[src/rtl/decode_hazard_ctrl_if.sv]
// ---------------------------------------------------------------------------
// decode_hazard_ctrl_if
//   Bundles the decode-side request, writeback retire, fence request and the
//   controller's responses into one port.
//   master : the decode/writeback side. It drives dec_*, wb_* and fence_req,
//            and it receives stall, issue, inflight, fence_done and
//            err_underflow.
//   slave  : the hazard controller.
// ---------------------------------------------------------------------------
interface decode_hazard_ctrl_if;
  logic       dec_valid;
  logic [4:0] dec_rs1;
  logic [4:0] dec_rs2;
  logic       dec_rs1_used;
  logic       dec_rs2_used;
  logic [4:0] dec_rd;
  logic       dec_wr_enable;
  logic       wb_wr_enable;
  logic [4:0] wb_wr_addr;
  logic       fence_req;
  logic       stall;
  logic       issue;
  logic [2:0] inflight;
  logic       fence_done;
  logic       err_underflow;

  modport master (
    output dec_valid, dec_rs1, dec_rs2, dec_rs1_used, dec_rs2_used,
           dec_rd, dec_wr_enable, wb_wr_enable, wb_wr_addr, fence_req,
    input  stall, issue, inflight, fence_done, err_underflow
  );

  modport slave (
    input  dec_valid, dec_rs1, dec_rs2, dec_rs1_used, dec_rs2_used,
           dec_rd, dec_wr_enable, wb_wr_enable, wb_wr_addr, fence_req,
    output stall, issue, inflight, fence_done, err_underflow
  );
endinterface

[src/rtl/decode_hazard_ctrl.sv]
// ---------------------------------------------------------------------------
// decode_hazard_ctrl
//   Scoreboard-based issue controller for the decode stage. Every in-flight
//   register write is counted from issue until writeback retire. Decode is
//   stalled on read-after-write hazards, on a full in-flight budget, and
//   while a fence drains the pipeline.
// Ports
//   clk, rst : clock; synchronous active-high reset
//   bus      : decode_hazard_ctrl_if.slave
//              dec_*        instruction currently in decode
//              wb_*         writeback retire of a register write
//              fence_req    drain request (level, sampled in RUN)
//              stall, issue combinational decode gating
//              inflight     registered count of outstanding writes
//              fence_done   one-cycle pulse on the first RUN cycle after a drain
//              err_underflow sticky flag: a retire hit a zero count
// ---------------------------------------------------------------------------
module decode_hazard_ctrl #(
  parameter int MAX_INFLIGHT = 3
) (
  input  logic                 clk,
  input  logic                 rst,
  decode_hazard_ctrl_if.slave  bus
);

  typedef enum logic {ST_RUN, ST_DRAIN} state_t;

  state_t     r_state;
  logic       r_fence_done;
  logic       r_err_underflow;
  logic [2:0] r_inflight;
  // Entry 0 is held at zero so that x0 can be indexed without a special case.
  logic [2:0] r_cnt [0:31];

  logic [2:0] w_rs1_cnt;
  logic [2:0] w_rs2_cnt;
  logic [2:0] w_rd_cnt;
  logic [2:0] w_wb_cnt;
  logic       w_raw;
  logic       w_cap;
  logic       w_stall;
  logic       w_issue;
  logic       w_alloc;
  logic       w_ret;
  logic       w_underflow;
  logic [2:0] w_inflight_nxt;

  assign w_rs1_cnt = r_cnt[bus.dec_rs1];
  assign w_rs2_cnt = r_cnt[bus.dec_rs2];
  assign w_rd_cnt  = r_cnt[bus.dec_rd];
  assign w_wb_cnt  = r_cnt[bus.wb_wr_addr];

  // The hazard uses the registered count only. A retire in the same cycle
  // does not clear it, because the register file has no write-through. This
  // also keeps wb_* off the combinational path to stall.
  assign w_raw = (bus.dec_rs1_used && (bus.dec_rs1 != 5'd0) && (w_rs1_cnt != 3'd0)) ||
                 (bus.dec_rs2_used && (bus.dec_rs2 != 5'd0) && (w_rs2_cnt != 3'd0));

  // Block a writer when the global budget is full, or when its own 3-bit
  // counter would overflow.
  assign w_cap = bus.dec_wr_enable && (bus.dec_rd != 5'd0) &&
                 ((r_inflight == 3'(MAX_INFLIGHT)) || (w_rd_cnt == 3'd7));

  assign w_stall = bus.dec_valid && ((r_state == ST_DRAIN) || w_raw || w_cap);
  assign w_issue = bus.dec_valid && !w_stall;

  assign w_alloc     = w_issue && bus.dec_wr_enable && (bus.dec_rd != 5'd0);
  assign w_ret       = bus.wb_wr_enable && (bus.wb_wr_addr != 5'd0) && (w_wb_cnt != 3'd0);
  assign w_underflow = bus.wb_wr_enable && (bus.wb_wr_addr != 5'd0) && (w_wb_cnt == 3'd0);

  always_comb begin
    w_inflight_nxt = r_inflight;
    case ({w_alloc, w_ret})
      2'b10:   w_inflight_nxt = r_inflight + 3'd1;
      2'b01:   w_inflight_nxt = r_inflight - 3'd1;
      default: w_inflight_nxt = r_inflight;
    endcase
  end

  // Control state: RUN/DRAIN sequencing, in-flight total, and the error flag.
  // A drain ends as soon as the next-cycle total is zero, so a DRAIN entered
  // with nothing outstanding lasts exactly one cycle.
  always_ff @(posedge clk) begin
    if (rst) begin
      r_state         <= ST_RUN;
      r_fence_done    <= 1'b0;
      r_err_underflow <= 1'b0;
      r_inflight      <= 3'd0;
    end else begin
      r_inflight      <= w_inflight_nxt;
      r_err_underflow <= r_err_underflow || w_underflow;
      r_fence_done    <= 1'b0;
      case (r_state)
        ST_RUN: begin
          if (bus.fence_req) r_state <= ST_DRAIN;
        end
        ST_DRAIN: begin
          if (w_inflight_nxt == 3'd0) begin
            r_state      <= ST_RUN;
            r_fence_done <= 1'b1;
          end
        end
        default: r_state <= ST_RUN;
      endcase
    end
  end

  // Per-register outstanding-write counters. An allocate and a retire to the
  // same register in the same cycle cancel each other out.
  always_ff @(posedge clk) begin
    if (rst) begin
      for (int i = 0; i < 32; i++) r_cnt[i] <= 3'd0;
    end else begin
      r_cnt[0] <= 3'd0;
      for (int i = 1; i < 32; i++) begin
        if (w_alloc && (bus.dec_rd == i[4:0]) &&
            !(w_ret && (bus.wb_wr_addr == i[4:0])))
          r_cnt[i] <= r_cnt[i] + 3'd1;
        else if (w_ret && (bus.wb_wr_addr == i[4:0]) &&
                 !(w_alloc && (bus.dec_rd == i[4:0])))
          r_cnt[i] <= r_cnt[i] - 3'd1;
      end
    end
  end

  assign bus.stall         = w_stall;
  assign bus.issue         = w_issue;
  assign bus.inflight      = r_inflight;
  assign bus.fence_done    = r_fence_done;
  assign bus.err_underflow = r_err_underflow;

endmodule

[src/flat_wrapper.sv]
// flat-port wrapper written by rule: the top's interface ports become plain ports
module decode_hazard_ctrl_flat 
#(
  parameter int MAX_INFLIGHT = 3
)
  (clk, rst, bus_dec_valid, bus_dec_rs1, bus_dec_rs2, bus_dec_rs1_used, bus_dec_rs2_used, bus_dec_rd, bus_dec_wr_enable, bus_wb_wr_enable, bus_wb_wr_addr, bus_fence_req, bus_stall, bus_issue, bus_inflight, bus_fence_done, bus_err_underflow);
  decode_hazard_ctrl_if bus_i ();
  input  logic clk;
  input  logic rst;
  input wire logic [$bits(bus_i.dec_valid)-1:0] bus_dec_valid;
  input wire logic [$bits(bus_i.dec_rs1)-1:0] bus_dec_rs1;
  input wire logic [$bits(bus_i.dec_rs2)-1:0] bus_dec_rs2;
  input wire logic [$bits(bus_i.dec_rs1_used)-1:0] bus_dec_rs1_used;
  input wire logic [$bits(bus_i.dec_rs2_used)-1:0] bus_dec_rs2_used;
  input wire logic [$bits(bus_i.dec_rd)-1:0] bus_dec_rd;
  input wire logic [$bits(bus_i.dec_wr_enable)-1:0] bus_dec_wr_enable;
  input wire logic [$bits(bus_i.wb_wr_enable)-1:0] bus_wb_wr_enable;
  input wire logic [$bits(bus_i.wb_wr_addr)-1:0] bus_wb_wr_addr;
  input wire logic [$bits(bus_i.fence_req)-1:0] bus_fence_req;
  output wire logic [$bits(bus_i.stall)-1:0] bus_stall;
  output wire logic [$bits(bus_i.issue)-1:0] bus_issue;
  output wire logic [$bits(bus_i.inflight)-1:0] bus_inflight;
  output wire logic [$bits(bus_i.fence_done)-1:0] bus_fence_done;
  output wire logic [$bits(bus_i.err_underflow)-1:0] bus_err_underflow;
  assign bus_i.dec_valid = bus_dec_valid;
  assign bus_i.dec_rs1 = bus_dec_rs1;
  assign bus_i.dec_rs2 = bus_dec_rs2;
  assign bus_i.dec_rs1_used = bus_dec_rs1_used;
  assign bus_i.dec_rs2_used = bus_dec_rs2_used;
  assign bus_i.dec_rd = bus_dec_rd;
  assign bus_i.dec_wr_enable = bus_dec_wr_enable;
  assign bus_i.wb_wr_enable = bus_wb_wr_enable;
  assign bus_i.wb_wr_addr = bus_wb_wr_addr;
  assign bus_i.fence_req = bus_fence_req;
  assign bus_stall = bus_i.stall;
  assign bus_issue = bus_i.issue;
  assign bus_inflight = bus_i.inflight;
  assign bus_fence_done = bus_i.fence_done;
  assign bus_err_underflow = bus_i.err_underflow;
  decode_hazard_ctrl #(.MAX_INFLIGHT(MAX_INFLIGHT)) u_core (.clk(clk), .rst(rst), .bus(bus_i));
endmodule
[config.mk]
export PLATFORM = sky130hd
export DESIGN_NAME = decode_hazard_ctrl_flat
export DESIGN_NICKNAME = d
export VERILOG_FILES = /design/src/rtl/decode_hazard_ctrl_if.sv /design/src/rtl/decode_hazard_ctrl.sv /design/src/flat_wrapper.sv
export SDC_FILE = /design/constraint.sdc
export NUM_CORES = 1
export LEC_CHECK = 0
export ABC_AREA = 1
export BUFFER_PORTS_ARGS = -buffer_cell sky130_fd_sc_hd__clkbuf_2
export CAP_MARGIN = 5
export CORE_ASPECT_RATIO = 1.2
export CORE_UTILIZATION = 60
export CTS_BUF_LIST = sky130_fd_sc_hd__clkbuf_16
export DETAILED_ROUTE_END_ITERATION = 10
export PLACE_DENSITY = 0.78
export SYNTH_ARGS = -nofsm -noshare
export SYNTH_HDL_FRONTEND = slang
export SYNTH_SLANG_ARGS = --single-unit
[constraint.sdc]
create_clock -name clk -period 8.6 [get_ports clk]
set_input_delay 0.43 -clock clk [delete_from_list [all_inputs] [get_ports clk]]
set_output_delay 0.43 -clock clk [all_outputs]
set_load 0.02 [all_outputs]
==> Word-level counts from Yosys, hierarchy flattened <==
Memories as Yosys holds them, arrays and structs flattened.
Cells that the tools add are included.
{ "op_classes": {"bitwise": 64, "add_sub_neg": 64, "n_eq_ne": 66, "reduce_logical": 215, "muxes": 288} }
{ "ops": {"columns": ["cell", "n"], "rows": [
  ["2-to-1 mux 1 bit", 223],
  ["2-to-1 mux 3 bit", 63],
  ["equality test 5 bit, second input constant", 32],
  ["logical AND 1 bit", 137],
  ["adder 3 x 1 -> 3 bit, second input constant", 32],
  ["subtractor 3 x 1 -> 3 bit, second input constant", 32],
  ["equality test 5 x 4 -> 1 bit, second input constant", 16],
  ["zero test 1 bit", 63],
  ["bitwise OR 1 bit", 63],
  ["equality test 5 x 3 -> 1 bit, second input constant", 8],
  ["equality test 5 x 2 -> 1 bit, second input constant", 4],
  ["nonzero test 5 bit", 4],
  ["equality test 5 x 1 -> 1 bit, second input constant", 2],
  ["nonzero test 3 bit", 3],
  ["zero test 3 bit", 2],
  ["case mux 3 bit (2 select lines)", 1],
  ["logical OR 1 bit", 5],
  ["equality test 3 x 2 -> 1 bit, second input constant", 1],
  ["equality test 3 bit, second input constant", 1],
  ["equality test 2 x 1 -> 1 bit, second input constant", 1],
  ["equality test 2 bit, second input constant", 1],
  ["case mux 1 bit (2 select lines)", 1],
  ["OR reduction 2 bit", 1],
  ["inverter 1 bit", 1]
]} }
{ "totals": {"ram_bits": 96, "ff_bits": 6, "memories": 1, "inputBits": 28, "out_inout_bits": 7} }
{ "mem_list": {"columns": ["name", "depth", "width", "read_ports", "rd_ports_with_merged_regs", "write_ports", "line_no", "source"], "rows": [
  ["u_core.r_cnt", 32, 3, 35, 0, 32, "decode_hazard_ctrl.sv:33", "logic [2:0] r_cnt [0:31];"]
]} }

==> Longest topological paths before layout <==
Gate-level depths: netlist (run 1).
{ "depth": {"ltp_word": 19, "depth_mapped": 27} }

==> Worst setup path after synthesis (run 1) <==
Ideal clock, no wire load.
{ "synth_timing": {"path_type": "input to register", "startpoint": "input port bus_dec_rd[0]", "endpoint": "memory u_core.r_cnt[30][2], data pin", "cell_stages": 24, "setup_ns": 0.255, "slack_ns": 5.422, "arrival_time_ns": 2.923, "cell_sequence": "buf_4 > nand2_1 > clkbuf_1 > nor2_1 > nor2_1 > nand2_1 > nand2_1 > nand2_1 > nor2_1 > nand3_1 > nand2_1 > nor2_1 > nor2_2 > nor2_2 > nand2_1 > nor2_2 > buf_4 > nand2_1 > nand3_1 > fa_1 > xnor2_1 > nand3_1 > nand2_1 > nor2_1"} }
{ "synth_rtl": {"columns": ["item", "line_no", "source"], "rows": [
  ["start: declaration", "flat_wrapper.sv:15", "input wire logic [$bits(bus_i.dec_rd)-1:0] bus_dec_rd;"],
  ["end: declaration", "decode_hazard_ctrl.sv:33", null]
]} }

==> Worst setup path in the final report (run 1) <==
{ "layout_timing": {"startpoint": "input port bus_dec_rd[0]", "endpoint": "register u_core.r_state"} }
{ "layout_between": {"elab_chain_cells": 15, "word_cells_on_any_way": 18, "classes_between": "3 x eq/ne; 3 x mux; 11 x reduce/logical; 1 x memory"} }
{ "layout_rtl": {"columns": ["item", "line_no", "source"], "rows": [
  ["memory (32 x 3 bit)", null, null],
  ["equality test 3 bit", "decode_hazard_ctrl.sv:62", "((r_inflight == 3'(MAX_INFLIGHT)) || (w_rd_cnt == 3'd7));"],
  ["logical OR 1 bit", "decode_hazard_ctrl.sv:62", null],
  ["logical AND 1 bit", "decode_hazard_ctrl.sv:61", "assign w_cap = bus.dec_wr_enable && (bus.dec_rd != 5'd0) &&"],
  ["logical OR 1 bit", "decode_hazard_ctrl.sv:64", "assign w_stall = bus.dec_valid && ((r_state == ST_DRAIN) || w_raw || w_cap);"],
  ["logical AND 1 bit", "decode_hazard_ctrl.sv:64", null],
  ["zero test 1 bit", "decode_hazard_ctrl.sv:65", "assign w_issue = bus.dec_valid && !w_stall;"],
  ["logical AND 1 bit", "decode_hazard_ctrl.sv:65", null],
  ["logical AND 1 bit", "decode_hazard_ctrl.sv:67", "assign w_alloc = w_issue && bus.dec_wr_enable && (bus.dec_rd != 5'd0);"],
  ["logical AND 1 bit *", "decode_hazard_ctrl.sv:67", null],
  ["equality test 2 x 1 -> 1 bit or equality test 2 bit (tied branches)", "decode_hazard_ctrl.sv:73", "case ({w_alloc, w_ret})"],
  ["case mux 3 bit (2 select lines) *", "decode_hazard_ctrl.sv:73", null],
  ["zero test 3 bit *", "decode_hazard_ctrl.sv:98", "if (w_inflight_nxt == 3'd0) begin"],
  ["2-to-1 mux 1 bit *", "decode_hazard_ctrl.sv:98", null],
  ["case mux 1 bit (2 select lines) *", "decode_hazard_ctrl.sv:93", "case (r_state)"],
  ["end signal: assignment", "decode_hazard_ctrl.sv:95", "if (bus.fence_req) r_state <= ST_DRAIN;"],
  ["end signal: assignment", "decode_hazard_ctrl.sv:99", "r_state <= ST_RUN;"],
  ["end signal: assignment", "decode_hazard_ctrl.sv:103", "default: r_state <= ST_RUN;"],
  ["end: declaration", "decode_hazard_ctrl.sv:28", "state_t r_state;"]
]} }
Mark *: on every way between the ends. The rest lies on a longest branch, timed or not.
A chain may end at the register's enable or synchronous reset.

==> impl_metrics.tcl, run 1 <==
set metrics [dict create \
    result_of_the_run "finished clean" \
    antenna_found_initial 0 \
    setup_tns_ps 0 \
    timing.critical_path.arrival_ps 5000 \
    syn2layout_area_growth_pct 5.653 \
    antenna_left 0 \
    hold_violations_final 0 \
    design.die.area_mm2 0.01528 \
    worst_slew_margin_rel 0.1879 \
    comb_power_share 0.238 \
    route.met2.wl_um 13510 \
    period_minus_slack_ps 4698 \
    fmax_ghz 0.2128 \
    power.leakage_nw 4.195 \
    syn-cell-area_mm2 0.008875 \
    fraction_of_the_yosys_area_taken_by_sequential_cells 0.3282 \
    vias_per_cell 6.230 \
    per_cell_routed_wire_length_um 19.89 \
    sequential_share_of_power 0.446 \
    port_buffers 34 \
    cts-buffers-inserted 9 \
    first_pass_grt_wire_length_um 46130 \
    route.vias.total 9314 \
    setup.worst_path.end_class "flip-flop" \
    power.switching_fraction 0.3360 \
    final_layout_size_suffix_gt1_frac 0.05682 \
    num-fill-cells 1326 \
    antennaDiodeCount 0 \
    holdBufCountCts 0 \
    clock-sinks 99 \
    instances_no_fill 1495 \
    grt_remaining_overflow 0 \
    ctsRootBufferMaster "sky130_fd_sc_hd__clkbuf_16" \
    largest_net_degree_at_the_start_of_global_routing 53 \
    met3WireLength_um 3259 \
    clock_tree.buffer_depth 2 \
    worst_pin_slew_ps 1214 \
    dieHeight_um 135.2 \
    clkTransAtPathRegs_ps 70 \
    highest_layer "met4" \
    gr_util_all_layers 0.4014 \
    timing.critical_path.fanout_max 26 \
    slack_of_the_worst_reg_to_reg_path_ps 4590 \
    synth_warnings 0 \
    starting_density_of_the_core 0.6157 \
    timing.hold.ws_ps 334.8 \
    row_count 48 \
    drv_cap 0 \
    min_path_type "in2reg" \
    place.detailed.instances 1479 \
    num-nets-final 1377 \
    power-per-cell-area_mw_per_mm2 141.6 \
    h-tree-depth 3 \
    worst_clock_skew_ps 9.092 \
    syn-num-nets 1373 \
    criticalPathCategory "in2reg" \
    place.gp.congestion 1.037 \
    drt-pass1-iter-count 7 \
    crit_required_ps 8900 \
    drt-total-wl_um 29740 \
    io_pins 35 \
    cts_tree "done" \
    first_global_vias 8667 \
    wl_met1_um 11500 \
    cts_setup_buffers 0 \
    ctsResizeCount 0 \
    syn_inst 1311 \
    postSynthAreaPerCell_um2 6.769 \
    rsz0062_at_grt "false" \
    dp_hpwl_um 22340 \
    post-route-period-util 0.5463 \
    smallest_setup_slack_after_layout_ps 3902 \
    floorplan.die.width_um 113.0 \
    switchingPower_w 0.0004460 \
    yosysUniqueCellTypes 36 \
    vdd_ir_drop_max_v 0.00008598 \
    clkPwrFrac 0.316 \
    post-place-ws_ps 3804 \
    dr.first_iter.drc_count 1287 \
    power.internal_w 0.0008813 \
    source_to_sink_clock_delay_at_the_later_pin_of_the_worst_skew_pair_ps 360 \
    synth-seq-cells 99 \
    drcViolationCount 0 \
    timing.critical_path.from_type "input port" \
    core_region_area_mm2 0.01441 \
    final-max-slew-violation-count 0 \
    setup_violations 0 \
]
cell type report:
type,instances,area (um2),share of cell area
clock inverters,7,73.82,0.007873
well taps,175,219.0,0.02335
multi-input cells,980,5041,0.5376
inverters,187,704.4,0.07513
flip-flops and latches,99,2913,0.3106
clock buffers,9,225.2,0.02402
repair buffers,38,200.2,0.02135
state kept, by name, summed over array words and instances, names as in the netlist:
signal,flops
u_core.r_state,1
u_core.r_cnt,93
u_core.bus.err_underflow,1
u_core.bus.fence_done,1
u_core.bus.inflight,3
power groups by stage:
stage / registers [W] / logic, W / clock network (W)
floorplan: 0.000595 / 0.000216 / 0
global placement: 0.000602 / 0.000297 / 0
detailed placement: 0.000602 / 0.000303 / 0
CTS: 0.000591 / 0.000304 / 0.000423
global route: 0.000595 / 0.000347 / 0.000437
finish: 0.000592 / 0.000315 / 0.000420
per-layer routing:
| layer | vias up | global-route usage |
|---|---|---|
| met2 | 616 | 0.6530 |
| met1 | 4277 | 0.5070 |
| met3 | 144 | 0.09441 |
| met5 | - | 0 |
| li1 | 4277 | - |
| met4 | 0 | 0.1849 |
cell usage in the layout (no fill, tap or decap), types with 15 or more instances in the layout:
cell / instances
sky130_fd_sc_hd__clkbuf_2: 34
sky130_fd_sc_hd__fa_1: 31
sky130_fd_sc_hd__nand4_1: 51
sky130_fd_sc_hd__o21ai_0: 42
sky130_fd_sc_hd__nor3_1: 17
sky130_fd_sc_hd__edfxtp_1: 93
sky130_fd_sc_hd__nand3_1: 160
sky130_fd_sc_hd__a21oi_1: 67
sky130_fd_sc_hd__inv_1: 179
sky130_fd_sc_hd__nor2_1: 225
sky130_fd_sc_hd__nand3b_1: 15
sky130_fd_sc_hd__nand2_1: 302
sky130_fd_sc_hd__xnor2_1: 23
final timing paths:
kind	end	cells past startpoint	start
max	u_core.r_state$_SDFF_PP0_	20	bus_dec_rd[0]
min	u_core.r_state$_SDFF_PP0_	3	bus_fence_req
max reg2reg	u_core.r_state$_SDFF_PP0_	22	u_core.r_cnt[17][0]$_DFFE_PP_
min reg2reg	u_core.bus.err_underflow$_SDFF_PP0_	2	u_core.bus.err_underflow$_SDFF_PP0_
Yosys cell counts:
| cell | n | area [um2] |
|---|---|---|
| sky130_fd_sc_hd__buf_4 | 7 | 52.55 |
| sky130_fd_sc_hd__fa_1 | 31 | 620.6 |
| sky130_fd_sc_hd__nor2_2 | 8 | 50.05 |
| sky130_fd_sc_hd__ha_1 | 3 | 37.54 |
| sky130_fd_sc_hd__o41ai_1 | 1 | 8.760 |
| sky130_fd_sc_hd__nor3_1 | 17 | 85.08 |
| sky130_fd_sc_hd__buf_6 | 1 | 11.26 |
| sky130_fd_sc_hd__nand2_1 | 302 | 1134 |
| sky130_fd_sc_hd__dfxtp_1 | 6 | 120.1 |
| sky130_fd_sc_hd__o211ai_1 | 3 | 22.52 |
| sky130_fd_sc_hd__and2_1 | 1 | 6.260 |
| sky130_fd_sc_hd__inv_2 | 5 | 18.77 |
| sky130_fd_sc_hd__xor2_1 | 11 | 96.34 |
| sky130_fd_sc_hd__clkinv_1 | 2 | 7.510 |
| sky130_fd_sc_hd__a31oi_1 | 1 | 6.260 |
| sky130_fd_sc_hd__clkbuf_1 | 18 | 67.56 |
| sky130_fd_sc_hd__buf_1 | 6 | 22.52 |
| sky130_fd_sc_hd__edfxtp_1 | 93 | 2793 |
| sky130_fd_sc_hd__o21ai_1 | 3 | 15.01 |
| sky130_fd_sc_hd__nand2_4 | 1 | 11.26 |
| sky130_fd_sc_hd__o21ai_0 | 42 | 210.2 |
| sky130_fd_sc_hd__inv_4 | 1 | 6.260 |
| sky130_fd_sc_hd__o22ai_1 | 4 | 25.02 |
| sky130_fd_sc_hd__nor2_1 | 226 | 848.3 |
| sky130_fd_sc_hd__nand4_2 | 2 | 25.02 |
| sky130_fd_sc_hd__a21oi_1 | 67 | 335.3 |
| sky130_fd_sc_hd__inv_1 | 179 | 671.9 |
| sky130_fd_sc_hd__nand3b_1 | 15 | 112.6 |
| sky130_fd_sc_hd__nor3_4 | 1 | 16.27 |
| sky130_fd_sc_hd__buf_2 | 13 | 65.06 |
| sky130_fd_sc_hd__nand3_1 | 160 | 800.8 |
| sky130_fd_sc_hd__a22o_1 | 2 | 17.52 |
| sky130_fd_sc_hd__a22oi_1 | 2 | 15.01 |
| sky130_fd_sc_hd__or2_2 | 3 | 18.77 |
| sky130_fd_sc_hd__nand4_1 | 51 | 319.1 |
| sky130_fd_sc_hd__xnor2_1 | 23 | 201.4 |
cell families after synthesis:
| logic type | count (synthesis) | synth area share |
|---|---|---|
| AO/OA/AOI/OAI | 125 | 0.07387 |
| XOR/XNOR | 34 | 0.03355 |
| adder cells (fa/ha/maj) | 34 | 0.07416 |
| buffers and inverters | 232 | 0.1040 |
| flip-flops | 99 | 0.3282 |
| AND/OR/NAND/NOR | 787 | 0.3862 |
per-stage QoR:
step           utilization   power, W  instance area [um2]
2_1_floorplan            -  0.0008108                 8875
3_3_place_gp        0.6298  0.0008984                 9077
3_5_place_dp        0.6298  0.0009043                 9077
4_1_cts             0.6505   0.001319                 9376
5_1_grt             0.6505   0.001379                 9376
6_report            0.6505   0.001327                 9376
critical path: stages:
cell	delay, ps
sky130_fd_sc_hd__clkbuf_2	430
sky130_fd_sc_hd__nand2_1	750
sky130_fd_sc_hd__o21ai_0	430
sky130_fd_sc_hd__nor2_1	100
sky130_fd_sc_hd__nor2_1	90
sky130_fd_sc_hd__nor2_1	60
sky130_fd_sc_hd__nand2_1	50
sky130_fd_sc_hd__nor2_1	50
sky130_fd_sc_hd__nor2_1	130
sky130_fd_sc_hd__nor2_2	80
sky130_fd_sc_hd__nor3_4	990
sky130_fd_sc_hd__nand2_1	180
sky130_fd_sc_hd__ha_1	250
sky130_fd_sc_hd__inv_1	100
sky130_fd_sc_hd__fa_1	410
sky130_fd_sc_hd__nor2_1	90
sky130_fd_sc_hd__a21oi_1	60
sky130_fd_sc_hd__nand4_1	130
sky130_fd_sc_hd__o211ai_1	100
sky130_fd_sc_hd__inv_1	80
No activity file was read; power rests on OpenSTA's default activity.
==> run 2, diff against run 1 <==
- CORE_UTILIZATION: 60 -> 58
- PLACE_DENSITY: 0.78 -> 0.79
- clock period: 8.6 -> 4.3 ns (I/O delays scaled with it)
==> run 2 against run 1 <==
Effect of this change:
- critical path depth is 5 higher
- die area rose by 3.4%
- flip-flop and latch count stayed put
- clock skew up 3.0 ps
- total power is 100% higher
- via count is 0.27% higher
- final area is 2.4% higher
- combinational power is 110% higher
- register-to-register slack got worse by 3800 ps
==> impl_metrics.tcl, run 2 (synthesis results as in run 1) <==
set metrics [dict create \
    post-route-period-util 0.8176 \
    drv_cap 0 \
    row_count 49 \
    place.detailed.instances 1531 \
    instances_no_fill 1547 \
    drt-pass1-iter-count 8 \
    power-per-cell-area_mw_per_mm2 280.0 \
    period_minus_slack_ps 3516 \
    hold_violations_final 0 \
    num-nets-final 1400 \
    per_cell_routed_wire_length_um 19.02 \
    h-tree-depth 3 \
    power.switching_fraction 0.3383 \
    vias_per_cell 6.037 \
    final-max-slew-violation-count 0 \
    timing.critical_path.from_type "input port" \
    antennaDiodeCount 0 \
    first_pass_grt_wire_length_um 45850 \
    route.vias.total 9339 \
    timing.critical_path.arrival_ps 3640 \
    clock_tree.buffer_depth 2 \
    worst_slew_margin_rel 0.6027 \
    dp_hpwl_um 22810 \
    core_region_area_mm2 0.01496 \
    layout.cells.most_common "sky130_fd_sc_hd__nand2_1" \
    drcViolationCount 0 \
    power.leakage_nw 4.304 \
    switchingPower_w 0.0009096 \
    postLayoutCellArea_mm2 0.009602 \
    result_of_the_run "finished clean" \
    first_global_vias 8696 \
    place.gp.congestion 1.034 \
    sequential_share_of_power 0.440 \
    largest_register_ffs 93 \
    place_area_mm2 0.009299 \
    source_to_sink_clock_delay_at_the_later_pin_of_the_worst_skew_pair_ps 370 \
    timing.critical_path.fanout_max 22 \
    holdBufCountCts 0 \
    antenna_found_initial 0 \
    mostFrequentLayoutCells "sky130_fd_sc_hd__nand2_1, sky130_fd_sc_hd__nor2_1, sky130_fd_sc_hd__inv_1" \
    fmax_ghz 0.2844 \
    clkTransAtPathRegs_ps 70 \
    worst_pin_slew_ps 594.4 \
    cts_tree "done" \
    grt_remaining_overflow 0 \
    rsz0062_at_grt "false" \
    clkPwrFrac 0.318 \
    setup_violations 0 \
    max_flop_register "u_core.r_cnt" \
    comb_power_share 0.242 \
    port_buffers 34 \
    criticalPathCategory "in2reg" \
    drt-total-wl_um 29430 \
    starting_density_of_the_core 0.5933 \
    power.internal_w 0.001779 \
    syn2layout_area_growth_pct 8.191 \
    cts_setup_buffers 0 \
    final_layout_size_suffix_gt1_frac 0.07372 \
    dr.first_iter.drc_count 1293 \
    min_path_type "in2reg" \
    cts-buffers-inserted 9 \
    antenna_left 0 \
    setup.worst_path.end_class "flip-flop" \
    design.die.area_mm2 0.01580 \
    largest_net_degree_at_the_start_of_global_routing 55 \
    ctsResizeCount 0 \
    ctsRootBufferMaster "sky130_fd_sc_hd__clkbuf_16" \
    io_pins 35 \
    gr_util_all_layers 0.3908 \
    dieHeight_um 137.5 \
    setup_tns_ps 0 \
    floorplan.die.width_um 114.9 \
    crit_required_ps 4430 \
    vdd_ir_drop_max_v 0.0001816 \
    worst_clock_skew_ps 12.06 \
    clock-sinks 99 \
]
[run 2: cell count changes in the layout (fill, tap and decap cells not counted), sizes merged]
cell and change:
buf +23, clkinv -1, clkinvlp +3, inv -2
[run 2: power groups by stage]
stage                     Sequential [W]  Combinational, W  Clock, W
after floorplan                  0.00119          0.000432         0
after global placement           0.00120          0.000615         0
after detailed placement         0.00120          0.000625         0
after CTS                        0.00118          0.000629  0.000855
after global routing             0.00119          0.000711  0.000888
final                            0.00118          0.000650  0.000855
[run 2: per-layer routing]
layer / vias to the layer above / share of wire / wire, um / global-route usage
met1: 4263 / 0.37 / 10950 / 0.4907
met3: 154 / 0.11 / 3353 / 0.07567
met5: - / 0 / 0 / 0
li1: 4318 / - / - / -
met2: 604 / 0.45 / 13130 / 0.6148
met4: 0 / 0.068 / 1989 / 0.2547
[run 2: final cells by class]
cell class / count / area, um2
Clock buffer: 9 / 225.2
Clock inverter: 7 / 77.57
Fill cell: 1426 / 5358
Inverter: 187 / 704.4
Multi-Input combinational cell: 980 / 5041
Sequential cell: 99 / 2913
Tap cell: 204 / 255.2
Timing Repair Buffer: 61 / 385.4
[run 2: critical path: stages]
cell	delay [ps]
sky130_fd_sc_hd__clkbuf_2	170
sky130_fd_sc_hd__buf_4	300
sky130_fd_sc_hd__inv_4	100
sky130_fd_sc_hd__nand2_1	460
sky130_fd_sc_hd__nor2_1	80
sky130_fd_sc_hd__nor2_1	130
sky130_fd_sc_hd__nand2_1	70
sky130_fd_sc_hd__nand2_1	60
sky130_fd_sc_hd__nand2_1	60
sky130_fd_sc_hd__nor2_1	90
sky130_fd_sc_hd__nand3_1	100
sky130_fd_sc_hd__nand2_1	70
sky130_fd_sc_hd__nor2_1	50
sky130_fd_sc_hd__nor2_2	160
sky130_fd_sc_hd__nor2_2	100
sky130_fd_sc_hd__nand2_1	80
sky130_fd_sc_hd__nor2_2	40
sky130_fd_sc_hd__buf_4	200
sky130_fd_sc_hd__nand2_1	110
sky130_fd_sc_hd__nand3_1	140
sky130_fd_sc_hd__fa_1	420
sky130_fd_sc_hd__xnor2_1	210
sky130_fd_sc_hd__nand3_1	110
sky130_fd_sc_hd__nand2_1	60
sky130_fd_sc_hd__nor2_1	40
[run 2: final timing paths]
kind | from | end | slack [ps] | depth (start not counted)
worst max-delay path | bus_dec_rd[0] | u_core.r_cnt[30][2]$_SDFFCE_PP0P_ | 780 | 25
worst min-delay path | bus_fence_req | u_core.r_state$_SDFF_PP0_ | 80 | 3
worst max register to register | u_core.r_cnt[24][2]$_SDFFCE_PP0P_ | u_core.r_cnt[30][2]$_SDFFCE_PP0P_ | 810 | 19
worst min register to register | u_core.bus.err_underflow$_SDFF_PP0_ | u_core.bus.err_underflow$_SDFF_PP0_ | 500 | 2
[run 2: per-stage QoR]
step / worst slack (ps) / power (W) / utilization / hold WS, ps
finish: 784.3 / 0.002689 / 0.6419 / 83.98
global route: 572.6 / 0.002790 / 0.6419 / 88.21
CTS: 900.5 / 0.002665 / 0.6419 / 99.50
detailed placement: 531.8 / 0.001827 / 0.6216 / 473.2
global placement: 568.9 / 0.001815 / 0.6216 / 452.7
floorplan: 1337 / 0.001622 / - / 348.3
